==> config.mk <==
export PLATFORM = sky130hd
export DESIGN_NAME = uart_tx_arbiter
export DESIGN_NICKNAME = d
export VERILOG_FILES = /design/src/rtl/uart_tx_arbiter.sv
export SDC_FILE = /design/constraint.sdc
export NUM_CORES = 1
export LEC_CHECK = 0
export CAP_MARGIN = 20
export CELL_PAD_IN_SITES_DETAIL_PLACEMENT = 1
export CELL_PAD_IN_SITES_GLOBAL_PLACEMENT = 2
export CORE_ASPECT_RATIO = 1.75
export CORE_MARGIN = 1.5
export CORE_UTILIZATION = 30
export CTS_BUF_LIST = sky130_fd_sc_hd__clkbuf_4
export CTS_CLUSTER_DIAMETER = 100
export CTS_CLUSTER_SIZE = 24
export DETAILED_ROUTE_END_ITERATION = 6
export GPL_TIMING_DRIVEN = 0
export PLACE_DENSITY = 0.93
export SLEW_MARGIN = 30
export SYNTH_ARGS = -nofsm -noshare
export SYNTH_HDL_FRONTEND = slang
export SYNTH_SLANG_ARGS = --single-unit
==> constraint.sdc <==
create_clock -name clk -period 2.72 [get_ports clk]
set_input_delay 0.68 -clock clk [delete_from_list [all_inputs] [get_ports clk]]
set_output_delay 0.68 -clock clk [all_outputs]
set_load 0.005 [all_outputs]
==> src/rtl/uart_tx_arbiter.sv <==
// Round-robin arbiter sharing one uart_tx among N byte-stream requesters,
// with optional burst hold so frames from different requesters never interleave.
module uart_tx_arbiter #(
  parameter int unsigned N            = 4,
  parameter int unsigned MAX_BURST    = 16,
  parameter int unsigned HOLD_TIMEOUT = 32
) (
  input  logic                 clk,
  input  logic                 rst,
  input  logic [N-1:0]         req_valid,
  input  logic [8*N-1:0]       req_data,
  input  logic [N-1:0]         req_last,
  output logic [N-1:0]         req_ready,
  output logic [7:0]           tx_data,
  output logic                 tx_valid,
  input  logic                 tx_ready,
  output logic [$clog2(N)-1:0] grant_id,
  output logic                 busy
);

  localparam int unsigned W = $clog2(N);

  typedef enum logic [1:0] {
    IDLE,
    SEND,
    HOLD
  } state_t;

  state_t       state, state_d;
  logic [W-1:0] owner;
  logic [W-1:0] last_grant;
  logic [W-1:0] winner;
  logic [W-1:0] cand;
  logic [W-1:0] sel;
  logic         found;
  logic         load;
  logic         handoff;
  logic         release_now;
  logic         last_flag;
  logic [7:0]   beat_cnt;
  logic [7:0]   hold_cnt;
  logic [8:0]   beat_next;
  logic [7:0]   sel_data;
  logic         sel_last;

  // Search starts one past the last owner that completed a handoff, wrapping at N.
  always_comb begin
    found  = 1'b0;
    winner = '0;
    cand   = last_grant;
    for (int unsigned k = 0; k < N; k++) begin
      cand = (cand == W'(N - 1)) ? '0 : cand + 1'b1;
      if (!found && req_valid[cand]) begin
        found  = 1'b1;
        winner = cand;
      end
    end
  end

  assign sel = (state == IDLE) ? winner : owner;

  always_comb begin
    sel_data = '0;
    sel_last = 1'b0;
    for (int unsigned i = 0; i < N; i++) begin
      if (sel == W'(i)) begin
        sel_data = req_data[8*i +: 8];
        sel_last = req_last[i];
      end
    end
  end

  assign beat_next   = {1'b0, beat_cnt} + 9'd1;
  assign release_now = last_flag || (beat_next == 9'(MAX_BURST));

  always_comb begin
    state_d   = state;
    req_ready = '0;
    load      = 1'b0;
    handoff   = 1'b0;
    case (state)
      IDLE: begin
        if (found && rst) begin
          req_ready[winner] = 1'b1;
          load              = 1'b1;
          state_d           = SEND;
        end
      end
      SEND: begin
        if (tx_ready) begin
          handoff = 1'b1;
          state_d = release_now ? IDLE : HOLD;
        end
      end
      HOLD: begin
        if (rst) begin
          req_ready[owner] = 1'b1;
        end
        if (req_valid[owner]) begin
          load    = 1'b1;
          state_d = SEND;
        end else if (hold_cnt == 8'(HOLD_TIMEOUT - 1)) begin
          state_d = IDLE;
        end
      end
      default: state_d = IDLE;
    endcase
  end

  always_ff @(posedge clk or negedge rst) begin
    if (!rst) begin
      state <= IDLE;
    end else begin
      state <= state_d;
    end
  end

  // Priority moves only on a completed handoff, so an idle owner costs nobody a turn.
  always_ff @(posedge clk or negedge rst) begin
    if (!rst) begin
      tx_data    <= '0;
      tx_valid   <= 1'b0;
      last_flag  <= 1'b0;
      owner      <= '0;
      last_grant <= W'(N - 1);
      beat_cnt   <= '0;
      hold_cnt   <= '0;
    end else begin
      if (load) begin
        tx_data   <= sel_data;
        last_flag <= sel_last;
        tx_valid  <= 1'b1;
      end
      if (load && state == IDLE) begin
        owner    <= winner;
        beat_cnt <= '0;
      end
      if (handoff) begin
        tx_valid   <= 1'b0;
        last_grant <= owner;
        beat_cnt   <= beat_cnt + 1'b1;
        hold_cnt   <= '0;
      end else if (state == HOLD && !load) begin
        hold_cnt <= hold_cnt + 1'b1;
      end
    end
  end

  assign grant_id = owner;
  assign busy     = (state != IDLE);

endmodule

==> flow_summary.yaml, run 1 <==
status:
  status: "complete, but fails checks"
  violations: "setup timing"
clocking:
  cts_tree: "yes"
  h-tree-depth: 2
  clock_tree.root_cell: "clkbuf_4"
  clk_path_buf_depth: 2
  cts.reportedPaths.clkPinSlew_ps: 120
  clk_latency_ps: 360
  cts.sinks: 32
  cts_buffers: 5
power:
  p_per_area_mw_per_mm2: 1000
  p_total_w: 0.00315
  vdd_drop_max_uv: 378
  leakage_nw: 1.30
sta:
  fin_crit_sh_pct: 102
  slew_viol_final: 0
  max_clock_freq_mhz: 362
  rsz0062_at_grt: "true"
  slew_headroom_pct: 58.4
  setup_violations: 2
  tightest_slew_ps: 621
  skew_ps: 21.0
  hold_violations: 0
  final.setup.tns_ps: -79.9
  fin_ws_ps: -44.8
  period_minus_slack_ps: 2760
finish:
  final_cell_mix: "49 x clkdlybuf4s50_1, 30 x dfrtp_1, 26 x nor2_1"
  drive_gt1_share_pct: 25.0
  mostFrequentLayoutCell: "clkdlybuf4s50_1"
  final_cell_area_mm2: 0.00313
  area_growth_pct: 48.7
  num_antenna_cells: 0
  final_nets: 354
floorplan:
  die_w_um: 66.4
  rows: 40
  die_area_mm2: 0.00755
  die_h_um: 114
  initial_core_util_pct: 31.0
  pin_count: 59
  core_area_mm2: 0.00681
synthesis:
  synthCells: 219
  synth_edf_count: 0
  synth_top_cell_area_share_pct: 35.6
  ys_seq_elements: 32
  yosysTopAreaCell: "dfrtp_1"
  netlist_area_mm2: 0.00211
  synthTopCellsByArea: "dfrtp_1 36%, a221oi_2 7.1%, nor2_1 4.6%"
  synth_ff_type: "dfrtp_1"
  synthesis.nets: 266
  yosysSeqAreaShare_pct: 38.1
  async_flop_share_pct: 100
  syn_area_per_cell_um2: 9.62
  synth_warnings: 0
  ys_types: 49
setup_path:
  cp_top_family: "simple AND/OR/NAND/NOR gates"
  start_kind: "flop"
  cp-end-kind: "primary output"
  crit_fanout: 4
  cp_num_buf_inv: 3
  worstPathRequired_ps: 2040
  slowest_stage: "dfrtp_1"
  slowest_delay_ps: 420
  worstSetupPathType: "reg2out"
  crit_chain: "or2_0 > buf_6 > or2_4 > nor4_4 > buf_4 > a32o_1 > buf_2"
  cp.arrival_ps: 2080
place:
  placed_cell_area_mm2: 0.00281
  placement.io_buffers: 58
  hpwlAfterDp_um: 4800
  place_congestion: 0.762
hold_path:
  hold_path.class: "in2async"
route:
  firstDrtPassIters: 4
  wirelength_um: 7070
  vias: 2104
  drc: 0
  vias_per_cell: 5.37
  first_iter_violations: 51
  avgRoutedWirePerCell_um: 18.0
  ant_nets: 0
global_route:
  grt_use_total_pct: 18.5
  grt_overflow_total: 0
  grt_pass1_wl_um: 10800
  grt_max_degree: 25
  grt_pass1_vias: 2185
  antenna_found_initial: 0
flow_run:
  cap_violations: 0
==> layout make-up <==
class                           instances  area [um^2]
Tap cell                               84          105
Fill cell                             802         3670
Timing Repair Buffer                   81          728
Clock inverter                          2         35.0
Sequential cell                        32          803
Multi-Input combinational cell        173         1320
Buffer                                 12         86.3
Clock buffer                            6         45.0
Inverter                                2         7.51
==> timing repair <==
action,in CTS,in global routing
endpoints found under the setup margin,4,13
gates resized for setup,36,12
hold buffers,0,0
buffers inserted,9,13
pin swaps,9,7
==> cell families (layout without fill, tap and decap cells) <==
family                     count (synthesis)  after routing  synth area share, %
AOI/OAI and AO/OA                         61             61                 25.3
buffers and inverters                     14            103                 4.45
adders and majority gates                  4              4                 2.38
DFF                                       32             32                 38.1
and+or+nand+nor                           90             90                 20.7
xor gates and xnor gates                   6              6                 2.49
muxes                                     12             12                 6.59
==> through the flow <==
| step | utilization, % | worst slack, ps | hold slack, ps | instances |
|---|---|---|---|---|
| 3_3_place_gp | 41.0 | -2280 | 448 | 361 |
| 4_1_cts | 44.7 | -123 | 188 | 379 |
| 2_1_floorplan | - | 303 | 384 | 219 |
| 3_5_place_dp | 41.3 | -950 | 461 | 362 |
| 5_1_grt | 46.0 | -192 | 156 | 392 |
| 6_report | 46.0 | -44.8 | 175 | 392 |
==> power breakdown <==
group          internal, W  switching, W  total [W]
sequential        0.000629      0.000116   0.000746
clock             0.000203      0.000178   0.000380
combinational      0.00103      0.000993    0.00202
total              0.00186       0.00129    0.00315
==> Yosys cell counts (2+ instances only) <==
master and n:
ha_1 4, and2b_1 2, nand2b_1 3, xor2_1 2, xnor2_1 4, o21ai_0 19, buf_6 5, or2_2 2
clkbuf_1 4, a221oi_1 8, nor2_1 26, mux2i_1 9, a31oi_1 2, o22ai_1 2, buf_2 3, nand3_1 4
dfrtp_1 30, nor4_1 2, o31ai_1 2, and3_1 2, nor3_1 2, inv_1 2, nand4_1 5, nand2_1 25
a221oi_2 10, and2_1 12, a21oi_1 5, dfstp_2 2
==> metal layers <==
metal	vias up	global-route usage (%)	share of wire, %
li1	992	-	-
met1	1043	18.6	36
met2	56	36.5	58
met3	13	3.35	4.1
met4	0	5.99	2.6
met5	-	0	0
==> sequential cells by signal, summed over array words and instances (netlist names) <==
name,flops
last_flag,1
tx_valid,1
beat_cnt,8
grant_id,2
hold_cnt,8
tx_data,8
last_grant,2
state,2
==> path summary, 6_finish.rpt <==
kind,startpoint,end,slack [ps],depth (start not counted)
worst max register to register,last_grant[0],tx_data[0],70,8
min in group clk,last_grant[1],last_grant[1],490,2
worst min-delay path,rst,grant_id[0],170,1
max in group asynchronous,rst,hold_cnt[3],2130,2
worst min register to register,last_grant[1],last_grant[1],490,2
worst max-delay path,state[0],req_ready[3],-40,7
Note: power is estimated with default switching activity, not from simulation.
==> run 2, diff against run 1 <==
- CORE_UTILIZATION: 30 -> 27
- MAX_ROUTING_LAYER: default -> met4
- PLACE_DENSITY: 0.93 -> 0.89
- clock period: 2.72 -> 2.4 ns (I/O delays scaled with it)
==> flow_summary.yaml, run 2 (synthesized netlist as in run 1, its figures left out) <==
status:
  status: "complete, but fails checks"
  violations: "setup timing"
sta:
  hold_violations: 0
  skew_ps: 11.6
  setup_violations: 13
  holdWs_ps: 124
  slew_viol_final: 0
  fin_ws_ps: -305
  slew_headroom_pct: 58.7
  period_minus_slack_ps: 2710
  tightest_slew_ps: 618
  max_clock_freq_mhz: 370
  fin_crit_sh_pct: 113
  final.setup.tns_ps: -1500
  rsz0062_at_grt: "true"
setup_path:
  cp-end-kind: "primary output"
  start_kind: "primary input"
  worstPathRequired_ps: 1800
  worstSetupPathType: "in2out"
  cp.arrival_ps: 2110
  crit_fanout: 5
flow_run:
  cap_violations: 0
floorplan:
  die_h_um: 120
  die_area_mm2: 0.00836
  core_area_mm2: 0.00757
  initial_core_util_pct: 27.8
  pin_count: 59
  die_w_um: 69.8
  rows: 42
place:
  placed_cells: 366
  placement.io_buffers: 58
  place_congestion: 0.805
  hpwlAfterDp_um: 4680
finish:
  mostFrequentLayoutCell: "clkdlybuf4s50_1"
  drive_gt1_share_pct: 25.6
  top_regs: "beat_cnt (8), hold_cnt (8), tx_data (8)"
  num_antenna_cells: 0
  area_growth_pct: 55.6
  instances_no_fill: 389
  final_nets: 347
  fill_cells: 849
  final_cell_mix: "49 x clkdlybuf4s50_1, 30 x dfrtp_1, 26 x nor2_1"
global_route:
  grt_overflow_total: 0
  grt_use_total_pct: 17.3
  grt_max_degree: 24
  grt_pass1_wl_um: 11200
  antenna_found_initial: 0
  grt_pass1_vias: 2244
power:
  p_total_w: 0.00394
  leakage_nw: 1.33
  vdd_drop_max_uv: 402
  p_per_area_mw_per_mm2: 1200
route:
  vias_per_cell: 5.38
  wirelength_um: 7120
  drc: 0
  avgRoutedWirePerCell_um: 18.3
  first_iter_violations: 80
  firstDrtPassIters: 4
  vias: 2091
  ant_nets: 0
clocking:
  cts_buffers: 5
  cts.reportedPaths.clkPinSlew_ps: 110
  h-tree-depth: 2
  clk_latency_ps: 360
  cts_tree: "yes"
  clk_path_buf_depth: 2
  clock_tree.root_cell: "clkbuf_4"
  cts.sinks: 32
hold_path:
  hold_path.class: "in2async"
==> run 2: layout make-up <==
class	count	area, um^2	area share, %
plain buffers	12	105	3.21
clock buffers	7	52.6	1.60
clock inverters	1	3.75	0.115
inverters	2	7.51	0.229
multi-input cells	173	1480	45.3
flip-flops and latches	32	803	24.5
well taps	88	110	3.36
repair buffers	74	712	21.7
==> run 2: metal layers <==
layer	track usage, %	share of wire [%]	vias to the layer above
li1	-	-	979
met1	17.0	36	1055
met2	33.0	59	50
met3	3.44	3.8	7
met4	5.65	1.5	0
met5	-	0	-
==> run 2: worst paths after layout <==
check / from / endpoint / slack [ps] / cells past startpoint
worst max register to register: last_grant[0] / tx_data[7] / -70 / 8
worst max-delay path: req_valid[0] / req_ready[3] / -310 / 6
min in group clk: tx_valid / tx_valid / 510 / 2
max in group asynchronous: rst / tx_data[1] / 1830 / 2
worst min register to register: tx_valid / tx_valid / 510 / 2
worst min-delay path: rst / grant_id[0] / 120 / 1
==> run 2: stage by stage <==
step	cell area [um^2]	setup slack [ps]	util, %
2_1_floorplan	2110	43.2	-
3_3_place_gp	2800	-2500	37.0
3_5_place_dp	2810	-1070	37.2
4_1_cts	3070	-291	40.6
5_1_grt	3280	-367	43.3
6_report	3280	-305	43.3
==> run 2: power breakdown <==
group / internal (W) / switching [W] / leakage [nW]
Combinational: 0.00142 / 0.00134 / 0.888
Sequential: 0.000713 / 0.000126 / 0.403
Clock: 0.000135 / 0.000206 / 0.0338
==> run 2: what timing repair did <==
action                     in CTS  in global routing
hold buffers                    0                  0
pin swaps                      16                 13
resized for setup              43                 23
setup buffers                  11                  4
setup endpoints to repair      13                 13
gates cloned                    0                  1
==> run 2: critical path, stage by stage <==
cell,delay [ps]
dlygate4sd2_1,320
o41ai_2,540
or2_4,250
nor4_4,50
a32o_1,220
buf_2,120
